[src/rtl/apb_bus_arbiter.sv]
// Two-requester arbiter in front of the APB master's internal transfer interface.
// Launches one request at a time and tracks the master's IDLE->SETUP->ACCESS sequence.
//
// state  | meaning
// IDLE   | no transfer in flight; arbitrate and launch (m_transfer pulse)
// SETUP  | master in its SETUP cycle; request fields held
// ACCESS | waiting for m_ready; m_rdata captured on completion
// DONE   | one-cycle done pulse to the granted requester
module apb_bus_arbiter #(
  parameter int FIXED_PRIO = 0
) (
  input  logic        PCLK,
  input  logic        PRESET,
  input  logic        req0_valid,
  input  logic        req0_write,
  input  logic [31:0] req0_addr,
  input  logic [31:0] req0_wdata,
  output logic        req0_done,
  output logic [31:0] req0_rdata,
  input  logic        req1_valid,
  input  logic        req1_write,
  input  logic [31:0] req1_addr,
  input  logic [31:0] req1_wdata,
  output logic        req1_done,
  output logic [31:0] req1_rdata,
  output logic        m_transfer,
  output logic        m_write,
  output logic [31:0] m_addr,
  output logic [31:0] m_wdata,
  input  logic        m_ready,
  input  logic [31:0] m_rdata,
  output logic [1:0]  grant,
  output logic        busy
);

  typedef enum logic [1:0] {
    ST_IDLE   = 2'd0,
    ST_SETUP  = 2'd1,
    ST_ACCESS = 2'd2,
    ST_DONE   = 2'd3
  } state_t;

  state_t      state_q, state_d;
  logic [1:0]  grant_q, grant_d;
  logic        last_grant_q, last_grant_d;  // 0 = requester 0, 1 = requester 1
  logic        write_q, write_d;
  logic [31:0] addr_q, addr_d;
  logic [31:0] wdata_q, wdata_d;
  logic [31:0] rdata0_q, rdata0_d;
  logic [31:0] rdata1_q, rdata1_d;
  logic        pick1;

  always_comb begin
    if (req0_valid && req1_valid) begin
      pick1 = (FIXED_PRIO != 0) ? 1'b0 : ~last_grant_q;
    end else begin
      pick1 = req1_valid;
    end
  end

  always_comb begin
    state_d      = state_q;
    grant_d      = grant_q;
    last_grant_d = last_grant_q;
    write_d      = write_q;
    addr_d       = addr_q;
    wdata_d      = wdata_q;
    rdata0_d     = rdata0_q;
    rdata1_d     = rdata1_q;
    m_transfer   = 1'b0;
    m_write      = write_q;
    m_addr       = addr_q;
    m_wdata      = wdata_q;

    unique case (state_q)
      ST_IDLE: begin
        // Launch is suppressed while PRESET is high so outputs read as reset values.
        if ((req0_valid || req1_valid) && !PRESET) begin
          m_transfer   = 1'b1;
          m_write      = pick1 ? req1_write : req0_write;
          m_addr       = pick1 ? req1_addr  : req0_addr;
          m_wdata      = pick1 ? req1_wdata : req0_wdata;
          write_d      = m_write;
          addr_d       = m_addr;
          wdata_d      = m_wdata;
          grant_d      = pick1 ? 2'b10 : 2'b01;
          last_grant_d = pick1;
          state_d      = ST_SETUP;
        end
      end
      ST_SETUP: begin
        state_d = ST_ACCESS;
      end
      ST_ACCESS: begin
        if (m_ready) begin
          if (grant_q[1]) begin
            rdata1_d = m_rdata;
          end else begin
            rdata0_d = m_rdata;
          end
          state_d = ST_DONE;
        end
      end
      ST_DONE: begin
        grant_d = 2'b00;
        state_d = ST_IDLE;
      end
      default: begin
        state_d = ST_IDLE;
      end
    endcase
  end

  always_ff @(posedge PCLK) begin
    if (PRESET) begin
      state_q      <= ST_IDLE;
      grant_q      <= 2'b00;
      last_grant_q <= 1'b1;
      write_q      <= 1'b0;
      addr_q       <= 32'h0;
      wdata_q      <= 32'h0;
      rdata0_q     <= 32'h0;
      rdata1_q     <= 32'h0;
    end else begin
      state_q      <= state_d;
      grant_q      <= grant_d;
      last_grant_q <= last_grant_d;
      write_q      <= write_d;
      addr_q       <= addr_d;
      wdata_q      <= wdata_d;
      rdata0_q     <= rdata0_d;
      rdata1_q     <= rdata1_d;
    end
  end

  assign req0_done  = (state_q == ST_DONE) && grant_q[0];
  assign req1_done  = (state_q == ST_DONE) && grant_q[1];
  assign req0_rdata = rdata0_q;
  assign req1_rdata = rdata1_q;
  assign grant      = grant_q;
  assign busy       = (state_q != ST_IDLE);

endmodule
[config.mk]
export PLATFORM = sky130hd
export DESIGN_NAME = apb_bus_arbiter
export DESIGN_NICKNAME = d
export VERILOG_FILES = /design/src/rtl/apb_bus_arbiter.sv
export SDC_FILE = /design/constraint.sdc
export NUM_CORES = 1
export LEC_CHECK = 0
export ABC_AREA = 1
export CAP_MARGIN = 15
export CELL_PAD_IN_SITES_DETAIL_PLACEMENT = 0
export CELL_PAD_IN_SITES_GLOBAL_PLACEMENT = 1
export CORE_MARGIN = 2
export CORE_UTILIZATION = 30
export CTS_BUF_LIST = sky130_fd_sc_hd__clkbuf_4 sky130_fd_sc_hd__clkbuf_8
export CTS_CLUSTER_DIAMETER = 80
export DETAILED_ROUTE_END_ITERATION = 8
export PLACE_DENSITY_LB_ADDON = 0.1
export RECOVER_POWER = 50
export SLEW_MARGIN = 0
export SYNTH_ARGS = -nofsm -noshare
export SYNTH_HDL_FRONTEND = slang
export SYNTH_SLANG_ARGS = --single-unit
[constraint.sdc]
create_clock -name PCLK -period 4.4 [get_ports PCLK]
set_clock_uncertainty 0.1 [all_clocks]
set_input_delay 1.1 -clock PCLK [delete_from_list [all_inputs] [get_ports PCLK]]
set_output_delay 1.1 -clock PCLK [all_outputs]
set_load 0.02 [all_outputs]
# [Word-level counts from Yosys, hierarchy flattened]
# Index checks and enable logic that the tools add are counted.
[totals] reg_bits=134 in_bits=167 output_inout_bits=135 word_cells=47
[classes] n_eq_ne=5 mux=18 bitwise=2 n_reduce_logical=14
[ops] cell="$mux 32" count=6
[ops] cell="$mux 2" count=4
[ops] cell="$pmux 2 s4" count=1
[ops] cell="$mux 1" count=6
[ops] cell="$reduce_and 2->1" count=3
[ops] cell="$reduce_and 3->1" count=2
[ops] cell="$eq 2x2->1 const B" count=2
[ops] cell="$logic_and 1x1->1" count=4
[ops] cell="$ne 2x2->1 const B" count=2
[ops] cell="$pmux 2 s2" count=1
[ops] cell="$reduce_bool 2->1" count=2
[ops] cell="$eq 2x1->1 const B" count=1
[ops] cell="$logic_not 2->1" count=1
[ops] cell="$not 1->1" count=2
[ops] cell="$logic_not 1->1" count=1
[ops] cell="$logic_or 1x1->1" count=1

# [Longest topological paths before layout]
# Gate-level depths: netlist of run 1.
[logic_depth] ltp_word=5 ltp_mapped=9 mapped_depth_nobuf=7

# [Worst setup path after synthesis of run 1]
# Ideal clock, no wire load.
[synth_timing] path_type="input-to-output" from="input port req1_valid" to="output port m_addr[14]" arrival_time_ps=2006 required_time_ps=3200 path_slack_ps=1194 path_stages=8 n_path_buf=3 path_cell_list="buf_2 -> nor2_1 -> nor3_2 -> buf_4 -> buf_4 -> nand3_1 -> nand2_1 -> inv_1"
[synth_between] elab_chain_cells=5 elab_cells_between_ends=7 classes_between="mux: 4; reduce/logical: 3"
[synth_rtl] item="from (decl)" line="20" rtl="input logic req1_valid,"
[synth_rtl] item="$logic_and 1x1->1" line="54" rtl="if (req0_valid && req1_valid) begin"
[synth_rtl] item="$mux 1" line="54"
[synth_rtl] item="$mux 32" line="81" rtl="m_addr = pick1 ? req1_addr : req0_addr;"
[synth_rtl] item="$mux 32 * (2 in a row)"
[synth_rtl] item="to (decl)" line="28" rtl="output logic [31:0] m_addr,"
# Every way passes the cells marked *; elsewhere a longest branch is shown, timed or not.

# [Worst setup path after layout of run 1]
[layout_timing] from="input port req0_valid" to="output port m_wdata[18]"
[layout_between] elab_chain_cells=5 elab_cells_between_ends=7 classes_between="mux: 4; reduce/logical: 3"
[layout_rtl] item="from (decl)" line="14" rtl="input logic req0_valid,"
[layout_rtl] item="$logic_and 1x1->1" line="54"
[layout_rtl] item="$mux 1" line="54"
[layout_rtl] item="$mux 32" line="82" rtl="m_wdata = pick1 ? req1_wdata : req0_wdata;"
[layout_rtl] item="$mux 32 *" line="78" rtl="if ((req0_valid || req1_valid) && !PRESET) begin"
[layout_rtl] item="$mux 32 *"
[layout_rtl] item="to (decl)" line="29" rtl="output logic [31:0] m_wdata,"
# Marked as above.

==> results.sh, run 1 <==
export IMPL_final_hold_viol_count=0
export IMPL_dpl_hpwl_um=14200
export IMPL_p_per_area_nw_per_um2=509
export IMPL_slew_headroom=-0.555
export IMPL_critPathArrivalTime_ns=3.03
export IMPL_netlist_cell_type_count=14
export IMPL_antenna_cells=0
export IMPL_min_path_type="reg -> reg"
export IMPL_end_kind="output port"
export IMPL_ir_drop_uv=189
export IMPL_die_y_um=147
export IMPL_grt_usage=0.189
export IMPL_wl_per_cell_um=13.6
export IMPL_worstMarginPinSlew_ns=2.33
export IMPL_cp_startpoint="req0_valid"
export IMPL_design_area_sq_um=9850
export IMPL_path_clk_slew_ns=0.08
export IMPL_root_buffer="clkbuf_8"
export IMPL_cp_max_fo=42
export IMPL_worst_skew_pair_late_latency_ns=0.43
export IMPL_gp_congestion=0.780
export IMPL_fmaxAchievable_ghz=0.237
export IMPL_synth_area_sq_um=6140
export IMPL_status="finished with violations"
export IMPL_setup_viol=0
export IMPL_firstDrtPassIters=4
export IMPL_rows=52
export IMPL_final_setup_tns_ns=0
export IMPL_hold_path_startpoint="req1_rdata[6]"
export IMPL_cts_setup_buffers=0
export IMPL_cap_violations=1
export IMPL_grt_overflow_total=0
export IMPL_cts_hold_buf=0
export IMPL_coreArea_sq_um=20200
export IMPL_violations="max-capacitance violations, max-slew violations"
export IMPL_io_pins=302
export IMPL_cp_required_ns=3.20
export IMPL_ys_seq_elements=134
export IMPL_grt_pass1_wl_um=32600
export IMPL_cts_buffers=17
export IMPL_cts_tree="built"
export IMPL_nNetsFinal=1399
export IMPL_htreeDepth=4
export IMPL_critPathMaxStageDelay_ns=0.59
export IMPL_cts_resized=0
export IMPL_area_growth_pct=60.4
export IMPL_first_global_vias=6206
export IMPL_leakage_uw=0.00467
export IMPL_rr_worst_depth=6
export IMPL_clock_path_buffers=2
export IMPL_fp_dieW_um=147
export IMPL_slowest_stage="clkdlybuf4s50_1"
export IMPL_rsz0062_at_grt="no"
export IMPL_start_kind="primary input"
export IMPL_crit_chain="clkdlybuf4s50_1 -> inv_1 -> nand2_1 -> nand3_2 -> buf_12 -> buf_4 -> nand2_1 -> nand2_1 -> inv_1 -> clkdlybuf4s50_1"
export IMPL_cp_common_cell="nand2_1"
export IMPL_syn_area_per_cell_sq_um=6.43
export IMPL_synth_fp_nets=1125
export IMPL_die_area_sq_um=21600
export IMPL_dr_total_vias=6555
export IMPL_r2r_start="state_q[0]"
export IMPL_antenna_found_initial=1
export IMPL_final_antenna_net_count=0
export IMPL_drv_slew=65
export IMPL_worstHoldPathCells=2
export IMPL_synthCells=955
export IMPL_period_needed_ns=4.23
export IMPL_drive_gt1_frac=0.0451
export IMPL_grt_max_degree=67
export IMPL_initial_utilization=0.304
export IMPL_synth_seq_area_share=0.437
export IMPL_path_class="in -> out"
export IMPL_routed_wl_um=20600
export IMPL_dpl_cell_area_sq_um=9430
export IMPL_drc=0
export IMPL_drtIter0Drc=179
export IMPL_finalCritPeriodShare=0.961
export IMPL_io_buffers=301
export IMPL_clock_sinks=134
export IMPL_yosys_warnings=0
export IMPL_via_per_inst=4.34
==> cell families after synthesis <==
kind of cell / synth area share
adder cells (fa/ha/maj): 0.00611
flip-flops: 0.437
AND/OR/NAND/NOR: 0.320
buffers and inverters: 0.151
AO/OA/AOI/OAI: 0.0856
==> final timing paths <==
check | to | slack, ns
worst min-delay path | req1_rdata[6] | 0.34
worst max register to register | req1_rdata[20] | 1.39
worst max-delay path | m_wdata[18] | 0.17
worst min register to register | req1_rdata[6] | 0.34
==> synthesized netlist by cell type <==
master	instances	area (sq um)
clkbuf_1	37	139
nand3_1	135	676
o21ai_0	67	335
nor3_2	1	10.0
buf_4	5	37.5
buf_2	20	100
inv_1	172	646
ha_1	3	37.5
a21oi_1	38	190
inv_2	1	3.75
nand2_1	208	781
dfxtp_1	134	2680
buf_1	1	3.75
nor2_1	133	499
==> sequential cells by signal, indices dropped and copies added, names as in the netlist <==
| register | count |
|---|---|
| addr_q | 32 |
| req0_rdata | 32 |
| req1_rdata | 32 |
| wdata_q | 32 |
| grant | 2 |
| state_q | 2 |
| last_grant_q | 1 |
| write_q | 1 |
==> worst max-delay path, delay by kind of cell <==
| kind | cells | cell delay [ns] |
|---|---|---|
| AND/OR/NAND/NOR | 4 | 0.32 |
| buffers and inverters | 6 | 1.60 |
==> per-stage QoR <==
| step | power [uW] | utilization | cells | hold WS (ns) | setup WS, ns |
|---|---|---|---|---|---|
| final | 5010 | 0.488 | 1512 | 0.341 | 0.173 |
| after global routing | 5390 | 0.488 | 1512 | 0.364 | 0.0170 |
| after CTS | 5120 | 0.489 | 1512 | 0.348 | 0.128 |
| after detailed placement | 3980 | 0.467 | 1480 | 0.335 | 0.131 |
| after global placement | 3980 | 0.467 | 1480 | 0.331 | 0.174 |
| after floorplan | 2840 | - | 955 | 0.342 | 1.19 |
==> cell type report <==
cell class / count / area, sq um
fill: 2094 / 10300
timing repair buffer: 318 / 3200
sequential: 134 / 2680
multi-input combinational: 585 / 2550
inverter: 173 / 649
tap: 270 / 338
clock buffer: 19 / 262
clock inverter: 13 / 169
==> metal layers <==
layer	global-route usage	routed length, um	up-vias
li1	-	-	3449
met1	0.224	8670	2875
met2	0.317	9770	206
met3	0.0761	1840	23
met4	0.0538	342	2
met5	0	13	-
==> cell usage in the layout (no fill, tap or decap) <==
cell             netlist  routed
clkbuf_1              37       2
clkinvlp_4             0       1
clkinv_2               0       2
buf_4                  5       9
buf_2                 20       2
dfxtp_1              134     134
nor2_2                 0       1
inv_1                172     172
clkbuf_8               0      19
nand3_1              135     133
ha_1                   3       3
buf_12                 0       6
inv_6                  0       3
clkinv_4               0       4
a21oi_1               38      38
dlygate4sd3_1          0      33
clkdlybuf4s50_1        0     266
nand2_1              208     206
bufinv_16              0       3
nor2_1               133     132
nand2_2                0       2
nor3_4                 0       1
inv_2                  1       1
o21ai_0               67      67
nand3_2                0       2
==> power breakdown <==
group	total, uW	internal (uW)	switching (uW)	leakage (uW)
clock	1110	598	509	0.000217
sequential	1500	1430	70.0	0.00110
combinational	2410	1050	1360	0.00336
total	5010	3070	1940	0.00467
Note: power is estimated with default switching activity, not from simulation.
==> run 2: changes to the inputs <==
- CORE_MARGIN: 2 -> 10
==> run 2 against run 1 <==
  * The run still ends with max-capacitance violations, max-slew violations left
  * Wire length is 12% higher
  * Global-route usage is 1.8 points lower
  * Sequential power hardly changed
  * Total power is 1.2% lower
  * Via count is 0.12% lower
  * First-iteration DRC count is 110% higher
  * Highest routed layer is now met4
==> results.sh, run 2 (same netlist as run 1, synthesis figures left out) <==
export IMPL_grt_pass1_wl_um=36100
export IMPL_drive_gt1_frac=0.0443
export IMPL_p_per_area_nw_per_um2=504
export IMPL_final_hold_viol_count=0
export IMPL_slowest_stage="clkdlybuf4s50_1"
export IMPL_critPathArrivalTime_ns=3.04
export IMPL_status="finished with violations"
export IMPL_routed_wl_um=23100
export IMPL_crit_chain="clkdlybuf4s50_1 -> nor2_1 -> nor3_4 -> buf_12 -> nand3_1 -> nand2_1 -> inv_1 -> clkdlybuf4s50_1"
export IMPL_rows=52
export IMPL_end_kind="output port"
export IMPL_worstMarginPinSlew_ns=2.39
export IMPL_rsz0062_at_grt="no"
export IMPL_clock_path_buffers=2
export IMPL_cts_setup_buffers=0
export IMPL_htreeDepth=4
export IMPL_die_area_sq_um=26600
export IMPL_intPower_uw=2910
export IMPL_firstDrtPassIters=4
export IMPL_timing_rr_end="req0_rdata[26]"
export IMPL_critPathMaxStageDelay_ns=0.55
export IMPL_endpoint="m_addr[20]"
export IMPL_cp_max_fo=41
export IMPL_root_buffer="clkbuf_8"
export IMPL_fmaxAchievable_ghz=0.236
export IMPL_antenna_found_initial=0
export IMPL_path_clk_slew_ns=0.09
export IMPL_combPwrFrac=0.493
export IMPL_net_switching_power_uw=2040
export IMPL_period_needed_ns=4.24
export IMPL_final_antenna_net_count=0
export IMPL_cp_required_ns=3.20
export IMPL_cts_hold_buf=0
export IMPL_fp_dieW_um=163
export IMPL_worst_skew_pair_late_latency_ns=0.43
export IMPL_area_growth_pct=60.1
export IMPL_grt_usage=0.171
export IMPL_leakage_uw=0.00457
export IMPL_die_y_um=163
export IMPL_gp_congestion=0.817
export IMPL_p_clk_frac=0.204
export IMPL_cts_tree="built"
export IMPL_violations="max-capacitance violations, max-slew violations"
export IMPL_drtIter0Drc=384
export IMPL_drc=0
export IMPL_fin_util=0.488
export IMPL_layout_commonest_cell="clkdlybuf4s50_1"
export IMPL_initial_utilization=0.304
export IMPL_cts_buffers=17
export IMPL_rr_worst_depth=9
export IMPL_via_per_inst=4.33
export IMPL_power_uw=4950
export IMPL_cp_common_cell="clkdlybuf4s50_1"
export IMPL_cp_num_cells=8
export IMPL_clock_sinks=134
export IMPL_nNetsFinal=1398
export IMPL_setup_viol=0
export IMPL_critPathBufInv=4
export IMPL_path_class="in -> out"
export IMPL_slew_headroom=-0.593
export IMPL_grt_max_degree=67
export IMPL_r2r_start="state_q[0]"
export IMPL_finalCritPeriodShare=0.964
export IMPL_reg2reg_slack_ns=1.26
export IMPL_coreArea_sq_um=20200
export IMPL_dpl_cell_area_sq_um=9440
export IMPL_io_buffers=301
export IMPL_drv_slew=65
export IMPL_setup_ws_ns=0.157
export IMPL_layout_common_cells="clkdlybuf4s50_1 (294), nand2_1 (206), inv_1 (172)"
export IMPL_ir_drop_uv=180
export IMPL_min_path_type="reg -> reg"
export IMPL_cp_startpoint="req0_valid"
export IMPL_swShare=0.412
export IMPL_place_worst_setup_slack_ns=0.101
export IMPL_first_global_vias=6264
export IMPL_seqPwrFrac=0.302
export IMPL_dpl_hpwl_um=16500
export IMPL_dr_total_vias=6547
export IMPL_cap_violations=1
export IMPL_design_area_sq_um=9830
export IMPL_grt_overflow_total=0
export IMPL_wl_per_cell_um=15.3
export IMPL_final_setup_tns_ns=0
export IMPL_start_kind="primary input"
export IMPL_cpLargestDelayFamily="buffers and inverters"
export IMPL_io_pins=302
==> run 2: cell count changes in the layout (fill, tap and decap cells not counted), moves of 3 or more <==
| cell | change |
|---|---|
| buf_4 | -6 |
| inv_8 | +5 |
| clkinv_4 | -3 |
| dlygate4sd3_1 | -28 |
| bufinv_16 | -3 |
| clkdlybuf4s50_1 | +28 |
==> run 2: timing repair <==
action | in CTS | in global routing
endpoints found under the hold margin | 0 | 0
setup endpoints to repair | 0 | 13
gates resized for setup | 0 | 2
==> run 2: metrics by stage <==
stage | hold slack (ns) | cells
after global placement | 0.331 | 1478
after global routing | 0.362 | 1511
after detailed placement | 0.337 | 1478
after floorplan | 0.342 | 955
after CTS | 0.351 | 1510
final | 0.345 | 1512
==> run 2: area by class of cell <==
class	count	area (sq um)
inverters	173	649
fillers	2128	10300
clock inverters	15	154
flip-flops and latches	134	2680
well taps	270	338
repair buffers	317	3220
diodes	1	2.50
multi-input cells	585	2550
clock buffers	17	234
==> run 2: layer usage <==
metal | share of wire | track usage | vias to the layer above | routed length, um
met1 | 0.42 | 0.207 | 2883 | 9720
met4 | 0.010 | 0.0426 | 0 | 231
met2 | 0.46 | 0.264 | 200 | 10600
li1 | - | - | 3451 | -
met5 | 0 | 0 | - | 0
met3 | 0.11 | 0.0836 | 13 | 2510
==> run 2: tightest hold or removal path, delay by kind of cell (launching register included) <==
family / cells / cell delay (ns)
flip-flops: 1 / 0.31
buffers and inverters: 1 / 0.05
AO/OA/AOI/OAI: 1 / 0.05
==> run 2: power groups by stage <==
stage | clock (uW) | sequential [uW] | combinational [uW]
floorplan | 0 | 1600 | 1240
global placement | 0 | 1520 | 2490
detailed placement | 0 | 1530 | 2480
CTS | 1050 | 1500 | 2490
global route | 1120 | 1520 | 2710
finish | 1010 | 1500 | 2440
==> run 2: worst min-delay path by stage <==
| stage | to | start | slack, ns | cells after the start |
|---|---|---|---|---|
| after floorplan | last_grant_q | last_grant_q | 0.34 | 2 |
| after global placement | req1_rdata[14] | req1_rdata[14] | 0.33 | 2 |
| after detailed placement | req1_rdata[30] | req1_rdata[30] | 0.34 | 2 |
| after CTS | req1_rdata[18] | req1_rdata[18] | 0.35 | 2 |
| after global routing | req1_rdata[25] | req1_rdata[25] | 0.36 | 2 |
| final | req1_rdata[10] | req1_rdata[10] | 0.35 | 2 |
